==> src/rtl/mem_port_arbiter_if.sv <==
// Request/response/memory bundle for the two-requester memory port arbiter.
// Handshake: a request transfers on a cycle where reqN_valid && reqN_ready; the
// requester holds valid and its payload stable until then, and rspN_valid is a
// single-cycle completion pulse with no back-pressure.
interface mem_port_arbiter_if #(
  parameter int PC_WIDTH  = 32,
  parameter int REG_WIDTH = 32
);
  logic                 req0_valid;
  logic                 req0_we;
  logic [PC_WIDTH-1:0]  req0_addr;
  logic [REG_WIDTH-1:0] req0_wdata;
  logic                 req0_ready;
  logic                 rsp0_valid;
  logic [REG_WIDTH-1:0] rsp0_rdata;

  logic                 req1_valid;
  logic                 req1_we;
  logic [PC_WIDTH-1:0]  req1_addr;
  logic [REG_WIDTH-1:0] req1_wdata;
  logic                 req1_ready;
  logic                 rsp1_valid;
  logic [REG_WIDTH-1:0] rsp1_rdata;

  logic                 memWe;
  logic                 memRd;
  logic [PC_WIDTH-1:0]  memAdr;
  logic [REG_WIDTH-1:0] memwrData;
  logic [REG_WIDTH-1:0] memrdData;

  modport slave (
    input  req0_valid, req0_we, req0_addr, req0_wdata,
    input  req1_valid, req1_we, req1_addr, req1_wdata,
    input  memrdData,
    output req0_ready, rsp0_valid, rsp0_rdata,
    output req1_ready, rsp1_valid, rsp1_rdata,
    output memWe, memRd, memAdr, memwrData
  );

  modport master (
    output req0_valid, req0_we, req0_addr, req0_wdata,
    output req1_valid, req1_we, req1_addr, req1_wdata,
    output memrdData,
    input  req0_ready, rsp0_valid, rsp0_rdata,
    input  req1_ready, rsp1_valid, rsp1_rdata,
    input  memWe, memRd, memAdr, memwrData
  );
endinterface

==> src/rtl/mem_port_arbiter.sv <==
// Round-robin arbiter/sequencer sharing one memory port between instruction
// fetch (requester 0) and load/store (requester 1), one transaction at a time.
module mem_port_arbiter #(
  parameter int PC_WIDTH   = 32,
  parameter int REG_WIDTH  = 32,
  parameter int RD_LATENCY = 1
) (
  input  logic                clk,
  input  logic                reset,
  mem_port_arbiter_if.slave   bus,
  output logic                resetn,
  output logic                busy,
  output logic [1:0]          o_dbg_state
);

  typedef enum logic [1:0] {
    S_IDLE  = 2'd0,
    S_ISSUE = 2'd1,
    S_WAIT  = 2'd2,
    S_RESP  = 2'd3
  } state_t;

  localparam int LAT_W = $clog2(RD_LATENCY + 1);
  localparam logic [LAT_W-1:0] LAT_MAX = LAT_W'(RD_LATENCY);

  state_t               r_state;
  state_t               w_next_state;
  logic                 r_last_gnt;
  logic                 r_id;
  logic                 r_we;
  logic [PC_WIDTH-1:0]  r_addr;
  logic [REG_WIDTH-1:0] r_wdata;
  logic [REG_WIDTH-1:0] r_rdata_q;
  logic [LAT_W-1:0]     r_lat_cnt;
  logic                 r_resetn;

  logic                 w_any_valid;
  logic                 w_gnt_id;
  logic                 w_accept;
  logic                 w_lat_done;
  logic [REG_WIDTH-1:0] w_rsp_data;

  // With both requesters pending, the one not served last wins.
  always_comb begin
    w_any_valid = bus.req0_valid | bus.req1_valid;
    if (bus.req0_valid && bus.req1_valid) begin
      w_gnt_id = ~r_last_gnt;
    end else begin
      w_gnt_id = bus.req1_valid;
    end
    w_accept   = (r_state == S_IDLE) && w_any_valid;
    w_lat_done = (r_lat_cnt == LAT_MAX);
  end

  always_ff @(posedge clk) begin
    if (reset) begin
      r_state <= S_IDLE;
    end else begin
      r_state <= w_next_state;
    end
  end

  always_comb begin
    w_next_state = r_state;
    unique case (r_state)
      S_IDLE:  if (w_accept) w_next_state = S_ISSUE;
      S_ISSUE: w_next_state = r_we ? S_RESP : S_WAIT;
      S_WAIT:  if (w_lat_done) w_next_state = S_RESP;
      S_RESP:  w_next_state = S_IDLE;
      default: w_next_state = S_IDLE;
    endcase
  end

  // Request latch doubles as memAdr/memwrData, which must hold between issues.
  always_ff @(posedge clk) begin
    if (reset) begin
      r_last_gnt <= 1'b1;
      r_id       <= 1'b0;
      r_we       <= 1'b0;
      r_addr     <= '0;
      r_wdata    <= '0;
      r_rdata_q  <= '0;
      r_lat_cnt  <= '0;
    end else begin
      if (w_accept) begin
        r_id       <= w_gnt_id;
        r_last_gnt <= w_gnt_id;
        r_we       <= w_gnt_id ? bus.req1_we : bus.req0_we;
        r_addr     <= w_gnt_id ? bus.req1_addr : bus.req0_addr;
        if (w_gnt_id ? bus.req1_we : bus.req0_we) begin
          r_wdata <= w_gnt_id ? bus.req1_wdata : bus.req0_wdata;
        end
      end
      if (r_state == S_ISSUE && !r_we) begin
        r_lat_cnt <= LAT_W'(1);
      end else if (r_state == S_WAIT) begin
        r_lat_cnt <= w_lat_done ? '0 : r_lat_cnt + LAT_W'(1);
      end
      if (r_state == S_WAIT && w_lat_done) begin
        r_rdata_q <= bus.memrdData;
      end
    end
  end

  always_ff @(posedge clk) begin
    r_resetn <= ~reset;
  end

  always_comb begin
    w_rsp_data     = r_we ? '0 : r_rdata_q;
    bus.req0_ready = (r_state == S_IDLE) && bus.req0_valid && !w_gnt_id;
    bus.req1_ready = (r_state == S_IDLE) && bus.req1_valid && w_gnt_id;
    bus.memWe      = (r_state == S_ISSUE) && r_we;
    bus.memRd      = (r_state == S_ISSUE) && !r_we;
    bus.memAdr     = r_addr;
    bus.memwrData  = r_wdata;
    bus.rsp0_valid = (r_state == S_RESP) && !r_id;
    bus.rsp1_valid = (r_state == S_RESP) && r_id;
    bus.rsp0_rdata = bus.rsp0_valid ? w_rsp_data : '0;
    bus.rsp1_rdata = bus.rsp1_valid ? w_rsp_data : '0;
    busy           = (r_state != S_IDLE);
    resetn         = r_resetn;
    o_dbg_state    = r_state;
  end

  always_ff @(posedge clk) begin
    if (!reset) begin
      assert (!(bus.req0_ready && bus.req1_ready));
      assert (!(bus.memWe && bus.memRd));
      assert (r_lat_cnt <= LAT_MAX);
    end
  end

endmodule

==> src/flat_wrapper.sv <==
// flat-port wrapper written by rule: the top's interface ports become plain ports
module mem_port_arbiter_flat 
#(
  parameter int PC_WIDTH   = 32,
  parameter int REG_WIDTH  = 32,
  parameter int RD_LATENCY = 1
)
  (clk, reset, resetn, busy, o_dbg_state, bus_req0_valid, bus_req0_we, bus_req0_addr, bus_req0_wdata, bus_req1_valid, bus_req1_we, bus_req1_addr, bus_req1_wdata, bus_memrdData, bus_req0_ready, bus_rsp0_valid, bus_rsp0_rdata, bus_req1_ready, bus_rsp1_valid, bus_rsp1_rdata, bus_memWe, bus_memRd, bus_memAdr, bus_memwrData);
  mem_port_arbiter_if #(.PC_WIDTH(PC_WIDTH), .REG_WIDTH(REG_WIDTH)) bus_i ();
  input  logic clk;
  input  logic reset;
  output logic resetn;
  output logic busy;
  output logic [1:0] o_dbg_state;
  input wire logic [$bits(bus_i.req0_valid)-1:0] bus_req0_valid;
  input wire logic [$bits(bus_i.req0_we)-1:0] bus_req0_we;
  input wire logic [$bits(bus_i.req0_addr)-1:0] bus_req0_addr;
  input wire logic [$bits(bus_i.req0_wdata)-1:0] bus_req0_wdata;
  input wire logic [$bits(bus_i.req1_valid)-1:0] bus_req1_valid;
  input wire logic [$bits(bus_i.req1_we)-1:0] bus_req1_we;
  input wire logic [$bits(bus_i.req1_addr)-1:0] bus_req1_addr;
  input wire logic [$bits(bus_i.req1_wdata)-1:0] bus_req1_wdata;
  input wire logic [$bits(bus_i.memrdData)-1:0] bus_memrdData;
  output wire logic [$bits(bus_i.req0_ready)-1:0] bus_req0_ready;
  output wire logic [$bits(bus_i.rsp0_valid)-1:0] bus_rsp0_valid;
  output wire logic [$bits(bus_i.rsp0_rdata)-1:0] bus_rsp0_rdata;
  output wire logic [$bits(bus_i.req1_ready)-1:0] bus_req1_ready;
  output wire logic [$bits(bus_i.rsp1_valid)-1:0] bus_rsp1_valid;
  output wire logic [$bits(bus_i.rsp1_rdata)-1:0] bus_rsp1_rdata;
  output wire logic [$bits(bus_i.memWe)-1:0] bus_memWe;
  output wire logic [$bits(bus_i.memRd)-1:0] bus_memRd;
  output wire logic [$bits(bus_i.memAdr)-1:0] bus_memAdr;
  output wire logic [$bits(bus_i.memwrData)-1:0] bus_memwrData;
  assign bus_i.req0_valid = bus_req0_valid;
  assign bus_i.req0_we = bus_req0_we;
  assign bus_i.req0_addr = bus_req0_addr;
  assign bus_i.req0_wdata = bus_req0_wdata;
  assign bus_i.req1_valid = bus_req1_valid;
  assign bus_i.req1_we = bus_req1_we;
  assign bus_i.req1_addr = bus_req1_addr;
  assign bus_i.req1_wdata = bus_req1_wdata;
  assign bus_i.memrdData = bus_memrdData;
  assign bus_req0_ready = bus_i.req0_ready;
  assign bus_rsp0_valid = bus_i.rsp0_valid;
  assign bus_rsp0_rdata = bus_i.rsp0_rdata;
  assign bus_req1_ready = bus_i.req1_ready;
  assign bus_rsp1_valid = bus_i.rsp1_valid;
  assign bus_rsp1_rdata = bus_i.rsp1_rdata;
  assign bus_memWe = bus_i.memWe;
  assign bus_memRd = bus_i.memRd;
  assign bus_memAdr = bus_i.memAdr;
  assign bus_memwrData = bus_i.memwrData;
  mem_port_arbiter #(.PC_WIDTH(PC_WIDTH), .REG_WIDTH(REG_WIDTH), .RD_LATENCY(RD_LATENCY)) u_core (.clk(clk), .reset(reset), .bus(bus_i), .resetn(resetn), .busy(busy), .o_dbg_state(o_dbg_state));
endmodule
==> config.mk <==
export PLATFORM = sky130hd
export DESIGN_NAME = mem_port_arbiter_flat
export DESIGN_NICKNAME = d
export VERILOG_FILES = /design/src/rtl/mem_port_arbiter_if.sv /design/src/rtl/mem_port_arbiter.sv /design/src/flat_wrapper.sv
export SDC_FILE = /design/constraint.sdc
export NUM_CORES = 1
export LEC_CHECK = 0
export BUFFER_PORTS_ARGS = -buffer_cell sky130_fd_sc_hd__buf_2
export CORE_AREA = 2 2 119 121
export CTS_CLUSTER_DIAMETER = 60
export DETAILED_ROUTE_END_ITERATION = 8
export DIE_AREA = 0 0 121 123
export GPL_ROUTABILITY_DRIVEN = 1
export PLACE_DENSITY = 0.69
export SLEW_MARGIN = 40
export SYNTH_ARGS = -nofsm -noshare
export SYNTH_HDL_FRONTEND = slang
export SYNTH_SLANG_ARGS = --single-unit
==> constraint.sdc <==
create_clock -name clk -period 1.5 [get_ports clk]
set_clock_uncertainty 0.05 [all_clocks]
set_input_delay 0.225 -clock clk [delete_from_list [all_inputs] [get_ports clk]]
set_output_delay 0.225 -clock clk [all_outputs]
set_load 0.02 [all_outputs]
Word-level counts from Yosys, hierarchy flattened
Index checks and enable logic that the tools add are counted.
{"block": "classes", "add_sub_neg": 1, "mul": 0, "n_div": 0, "n_lt_le_gt_ge": 0, "eq_ne": 5, "shifts": 0, "muxes": 14, "bitwise_logic": 3, "reduce_logical": 19}
{"operator": "two-way mux 32 bit", "n": 5}
{"operator": "logical AND 1 bit", "n": 11}
{"operator": "one-hot mux 2 bit (4 select lines)", "n": 1}
{"operator": "two-way mux 1 bit", "n": 6}
{"operator": "== test 2 bit (second input constant)", "n": 2}
{"operator": "two-way mux 2 bit", "n": 2}
{"operator": "inequality test 2 x 1 -> 1 bit (second input constant)", "n": 2}
{"operator": "AND reduction 2 bit", "n": 2}
{"operator": "nonzero test 2 bit", "n": 2}
{"operator": "logical NOT 1 bit", "n": 3}
{"operator": "== test 2 x 1 -> 1 bit (second input constant)", "n": 1}
{"operator": "logical NOT 2 bit", "n": 1}
{"operator": "inverter 1 bit", "n": 2}
{"operator": "adder 1 bit (second input constant)", "n": 1}
{"operator": "OR 1 bit", "n": 1}
{"block": "word_totals", "register_bits": 103, "latch_bits": 0, "ram_bits": 0, "rom_bits": 0, "out_inout_bits": 138, "wordCells": 51, "mem_count": 0}

Depth between registers and ports, before layout
{"block": "depth", "ltp_word": 4, "mapped_depth": 7}

Least setup slack after synthesis
OpenSTA, ideal clock, no wires.
{"block": "synth_path", "kind": "register -> output", "from": "register u_core.r_state[1] (netlist: u_core.o_dbg_state[1])", "to": "output port bus_rsp0_rdata[10]", "arrival_time_ps": 1806, "slack_ps": -581, "stages_incl_launch_ff": 6, "cell_sequence": "dfxtp_1 > ha_1 > nor2b_1 > nor2b_1 > clkbuf_1 > and2_1"}
{"block": "synth_via", "elab_chain_len": 3}
{"element": "start: declaration", "line": "mem_port_arbiter.sv:26", "source": "state_t r_state;"}
{"element": "start signal: assignment", "line": "mem_port_arbiter.sv:59", "source": "r_state <= w_next_state;"}
{"element": "== test 2 bit", "line": "mem_port_arbiter.sv:117", "source": "bus.rsp0_valid = (r_state == S_RESP) && !r_id;"}
{"element": "logical AND 1 bit", "line": "mem_port_arbiter.sv:117"}
{"element": "named net bus_rsp0_valid", "line": "flat_wrapper.sv:25", "source": "output wire logic [$bits(bus_i.rsp0_valid)-1:0] bus_rsp0_valid;"}
{"element": "two-way mux 32 bit", "line": "mem_port_arbiter.sv:119", "source": "bus.rsp0_rdata = bus.rsp0_valid ? w_rsp_data : '0;"}
{"element": "end: declaration", "line": "flat_wrapper.sv:26", "source": "output wire logic [$bits(bus_i.rsp0_rdata)-1:0] bus_rsp0_rdata;"}
The timed path passes the listed nets, and every way through them passes these cells.

Worst setup path after layout
{"block": "layout_path", "from": "register u_core.r_state[0] (netlist: u_core.o_dbg_state[0])", "to": "output port bus_rsp0_rdata[31]"}
{"block": "layout_via", "elab_chain_len": 3}
{"element": "== test 2 bit", "line": "mem_port_arbiter.sv:117"}
{"element": "logical AND 1 bit", "line": "mem_port_arbiter.sv:117"}
{"element": "two-way mux 32 bit", "line": "mem_port_arbiter.sv:119"}
Every way passes these cells.

==> metrics.md <==
| Metric | Value |
|---|---|
| Number of synthesized flops with an enable pin | `0` |
| Cell area after synthesis | `4900 um^2` |
| Number of design-rule violations left by the first detailed-router iteration | `164` |
| Biggest area consumer among synthesized cells | `dfxtp_1` |
| Count of cell types in the netlist | `24` |
| Average wire length per cell after detail routing | `16.4 um` |
| Via density per instance | `4.85` |
| Final Setup Violations | `161` |
| Most common cell in the netlist | `dfxtp_1` |
| Maximum buffer depth of the clock tree | `2` |
| Non-filler instance count after layout | `1056` |
| Run status | `complete, but fails checks` |
| Final Net Count | `1042` |
| Final worst path period share | `127%` |
| Total via count after detailed routing | `5125` |
| Number of buffers inserted by hold repair at cts | `0` |
| Initial standard-cell utilization of the core | `36.0%` |
| Biggest area contributors in the synthesized netlist | `dfxtp_1, mux2i_1, a21oi_1` |
| Net switching component of the power | `4350 uW` |
| Wire length of the first global-routing pass | `23400 um` |
| Layout Cell Area excl Fill | `8210 um^2` |
| Placed wire-length estimate | `11300 um` |
| Overall power | `11400 uW` |
| Clock root buffer master | `clkbuf_16` |
| Layout Utilization | `60.3%` |
| Height of the die | `123 um` |
| PwrDens | `1390 nW/um^2` |
| Setup repair after global routing missed its margin | `true` |
| Met3 Routed Length | `1410 um` |
| R2r setup slk | `-0.18 ns` |
| Sequential power share | `33.4%` |
| Worst hold path class | `input pin to register` |
| TritonCTS clock tree | `yes` |
| M1 WL | `6420 um` |
| Maximum fanout along the worst path | `32` |
| Path depth of the worst reg2reg path | `8` |
| Crit path time final | `1.90 ns` |
| Max frequency | `526 MHz` |
| Average footprint of a synthesized cell | `8.93 um^2` |
| Drt first pass iters | `4` |
| Level count of the clock H-tree | `3` |
| DRC violation count after routing | `0` |
| Area of combinational cells with multiple inputs | `2880 um^2` |
| Worst supply voltage drop on vdd | `816 uV` |
| Slew Limit Fails | `0` |
| Sink Count | `103` |
| CTS clk-pin slew, worst paths | `0.07 ns` |
| Setup crit end kind | `output pin` |
| Core region area | `13600 um^2` |
| End point of the worst hold path | `u_core.r_rdata_q[16]` |
| Worst Setup Start Kind | `register` |
| Share of the synthesized area in the top cell type | `42.1%` |
| Worst hold stages | `3` |
| Congestion Overflow GR | `0` |
| Proportion of register bits with asynchronous set or reset after synthesis | `0%` |
| Required time at the worst-slack endpoint | `1.22 ns` |
| Headroom to the max-slew limit | `78.0%` |
| Endpoints failing hold | `0` |
| Maximum number of pins on one net before global-route repair | `65` |
| IO Count | `304` |
| Num rows | `43` |
| Warning count from the yosys run | `0` |
| Switching portion of total power | `38.1%` |
| Most frequent cells after synthesis | `dfxtp_1, a21oi_1, nand2_1, and2_1, mux2i_1` |
| Highest signal layer in the routed design | `met4` |
| N_diodes | `0` |
| Vias in the first global route | `4721` |
| Leakage power of the design | `0.00377 uW` |
| Comb power frac | `45.5%` |
| Routed wire length | `17400 um` |
| Reg-to-reg critical path startpoint | `u_core.o_dbg_state[0]` |
| Port Buffers | `303` |
| Violations in the final reports | `negative setup slack` |
| Clock insertion delay at the later pin of the skew report | `0.34 ns` |
| Overall fraction of global-route tracks in use | `20.1%` |
| CTS Buf Count | `9` |
| Number of instances in the synthesized netlist | `549` |
| Dominant register cell in the synthesized netlist | `dfxtp_1` |
| Worst Setup Slack, final | `-0.401 ns` |
| Initial antenna violation count | `0` |
| Crit Path Category | `register to output pin` |
| Synthesis-to-finish area growth | `67.5%` |
| Net count after synthesis | `720` |
| Layout filler cell count | `1195` |
| Number of routed nets with antenna violations | `0` |
| Crit path arrival time | `1.63 ns` |
| FF-to-FF End | `u_core.bus.memwrData[15]` |
| Internal power | `7050 uW` |
| Startpoint of the most critical hold path | `bus_memrdData[16]` |
| Amount of wire on met2 after detailed routing | `9090 um` |
| Max Cap Violations | `0` |
| Cell area after placement | `6990 um^2` |
| Full die area | `14900 um^2` |
| Register area | `2070 um^2` |
| Post-synthesis sequential element count | `103` |
| Slew at the pin closest to its max-slew limit | `0.330 ns` |
| Post-synthesis sequential area ratio | `42.1%` |
| Gp weighted congestion | `0.745` |
| Die W | `121 um` |
| Part of the total power dissipated in the clock network | `21.1%` |
| Dpl cells | `1015` |
| Fraction of final layout cells sized beyond drive strength 1 | `56.5%` |
| Aggregate negative setup slack | `-30.82 ns` |
[logic make-up after synthesis]
logic type      synth area share [%]
buf+inv                         5.34
mux                             13.3
simple gates                    15.6
flops                           42.1
fa+ha+maj                       1.28
compound gates                  22.4
[per-stage QoR]
step	setup WS, ns	hold slack (ns)
CTS	-0.389	0.0501
global route	-0.513	0.0470
global placement	-0.328	0.401
detailed placement	-0.389	0.407
finish	-0.401	0.0610
floorplan	-0.0415	0.311
[power by group through the flow]
stage | clock (uW) | combinational [uW] | sequential (uW)
after detailed placement | 0 | 4270 | 3820
final | 2400 | 5190 | 3810
after global placement | 0 | 4220 | 3820
after floorplan | 0 | 2100 | 4510
after global routing | 2580 | 5570 | 3880
after CTS | 2470 | 4320 | 3790
[state kept, by name, summed over array words and instances (netlist names)]
name	count
u_core.bus.memAdr	32
u_core.bus.memwrData	32
u_core.o_dbg_state	2
u_core.r_id	1
u_core.r_last_gnt	1
u_core.r_lat_cnt	1
u_core.r_rdata_q	32
u_core.r_we	1
u_core.resetn	1
[layer usage]
| metal | vias to the layer above | global-route usage, % |
|---|---|---|
| met5 | - | 0 |
| met4 | 0 | 8.36 |
| met3 | 31 | 6.64 |
| met2 | 217 | 35.9 |
| met1 | 2339 | 22.0 |
| li1 | 2538 | - |
[critical path, cell delays in order (launching register included)]
cell and delay [ns]:
dfxtp_4 0.36, ha_4 0.13, nor2b_4 0.13, nor2b_4 0.16, buf_12 0.18, and2_1 0.17
buf_4 0.15
[placed cells by master (no fill, tap or decap), types with 2 or more instances in the layout]
master,count
buf_12,14
a211oi_1,2
o21ai_0,22
nor2_4,2
a21oi_1,97
o21ai_1,12
nor2_1,4
and2_4,66
nor2b_4,5
mux2i_1,65
dfxtp_1,100
clkinvlp_4,2
buf_6,73
buf_4,30
ha_4,3
a21oi_2,3
nand2_1,68
clkbuf_16,17
inv_6,2
a211oi_2,30
nand2b_1,2
and2_1,2
buf_2,233
dfxtp_4,2
ha_1,2
[timing repair]
action                     4_1_cts  5_1_grt
setup buffers                    2       11
resized for setup              118       53
pin swaps                       24        6
setup endpoints to repair      167      169
gates cloned                     1       12
[final cells by class]
cell class | instances | area share (%)
clock inverter | 6 | 0.823
timing repair buffer | 359 | 33.0
clock buffer | 10 | 2.91
tap | 180 | 2.74
multi-input combinational | 394 | 35.0
inverter | 4 | 0.274
sequential | 103 | 25.2
[worst max path at each step]
stage / start / to / slack [ns]
after floorplan: u_core.o_dbg_state[0] / bus_rsp0_rdata[10] / -0.04
after global placement: u_core.o_dbg_state[0] / bus_rsp1_rdata[5] / -0.33
after detailed placement: u_core.o_dbg_state[0] / bus_rsp1_rdata[4] / -0.39
after CTS: u_core.o_dbg_state[0] / bus_rsp0_rdata[2] / -0.39
after global routing: u_core.o_dbg_state[0] / bus_rsp0_rdata[31] / -0.51
final: u_core.o_dbg_state[0] / bus_rsp0_rdata[31] / -0.40
Note: power is estimated with default switching activity, not from simulation.
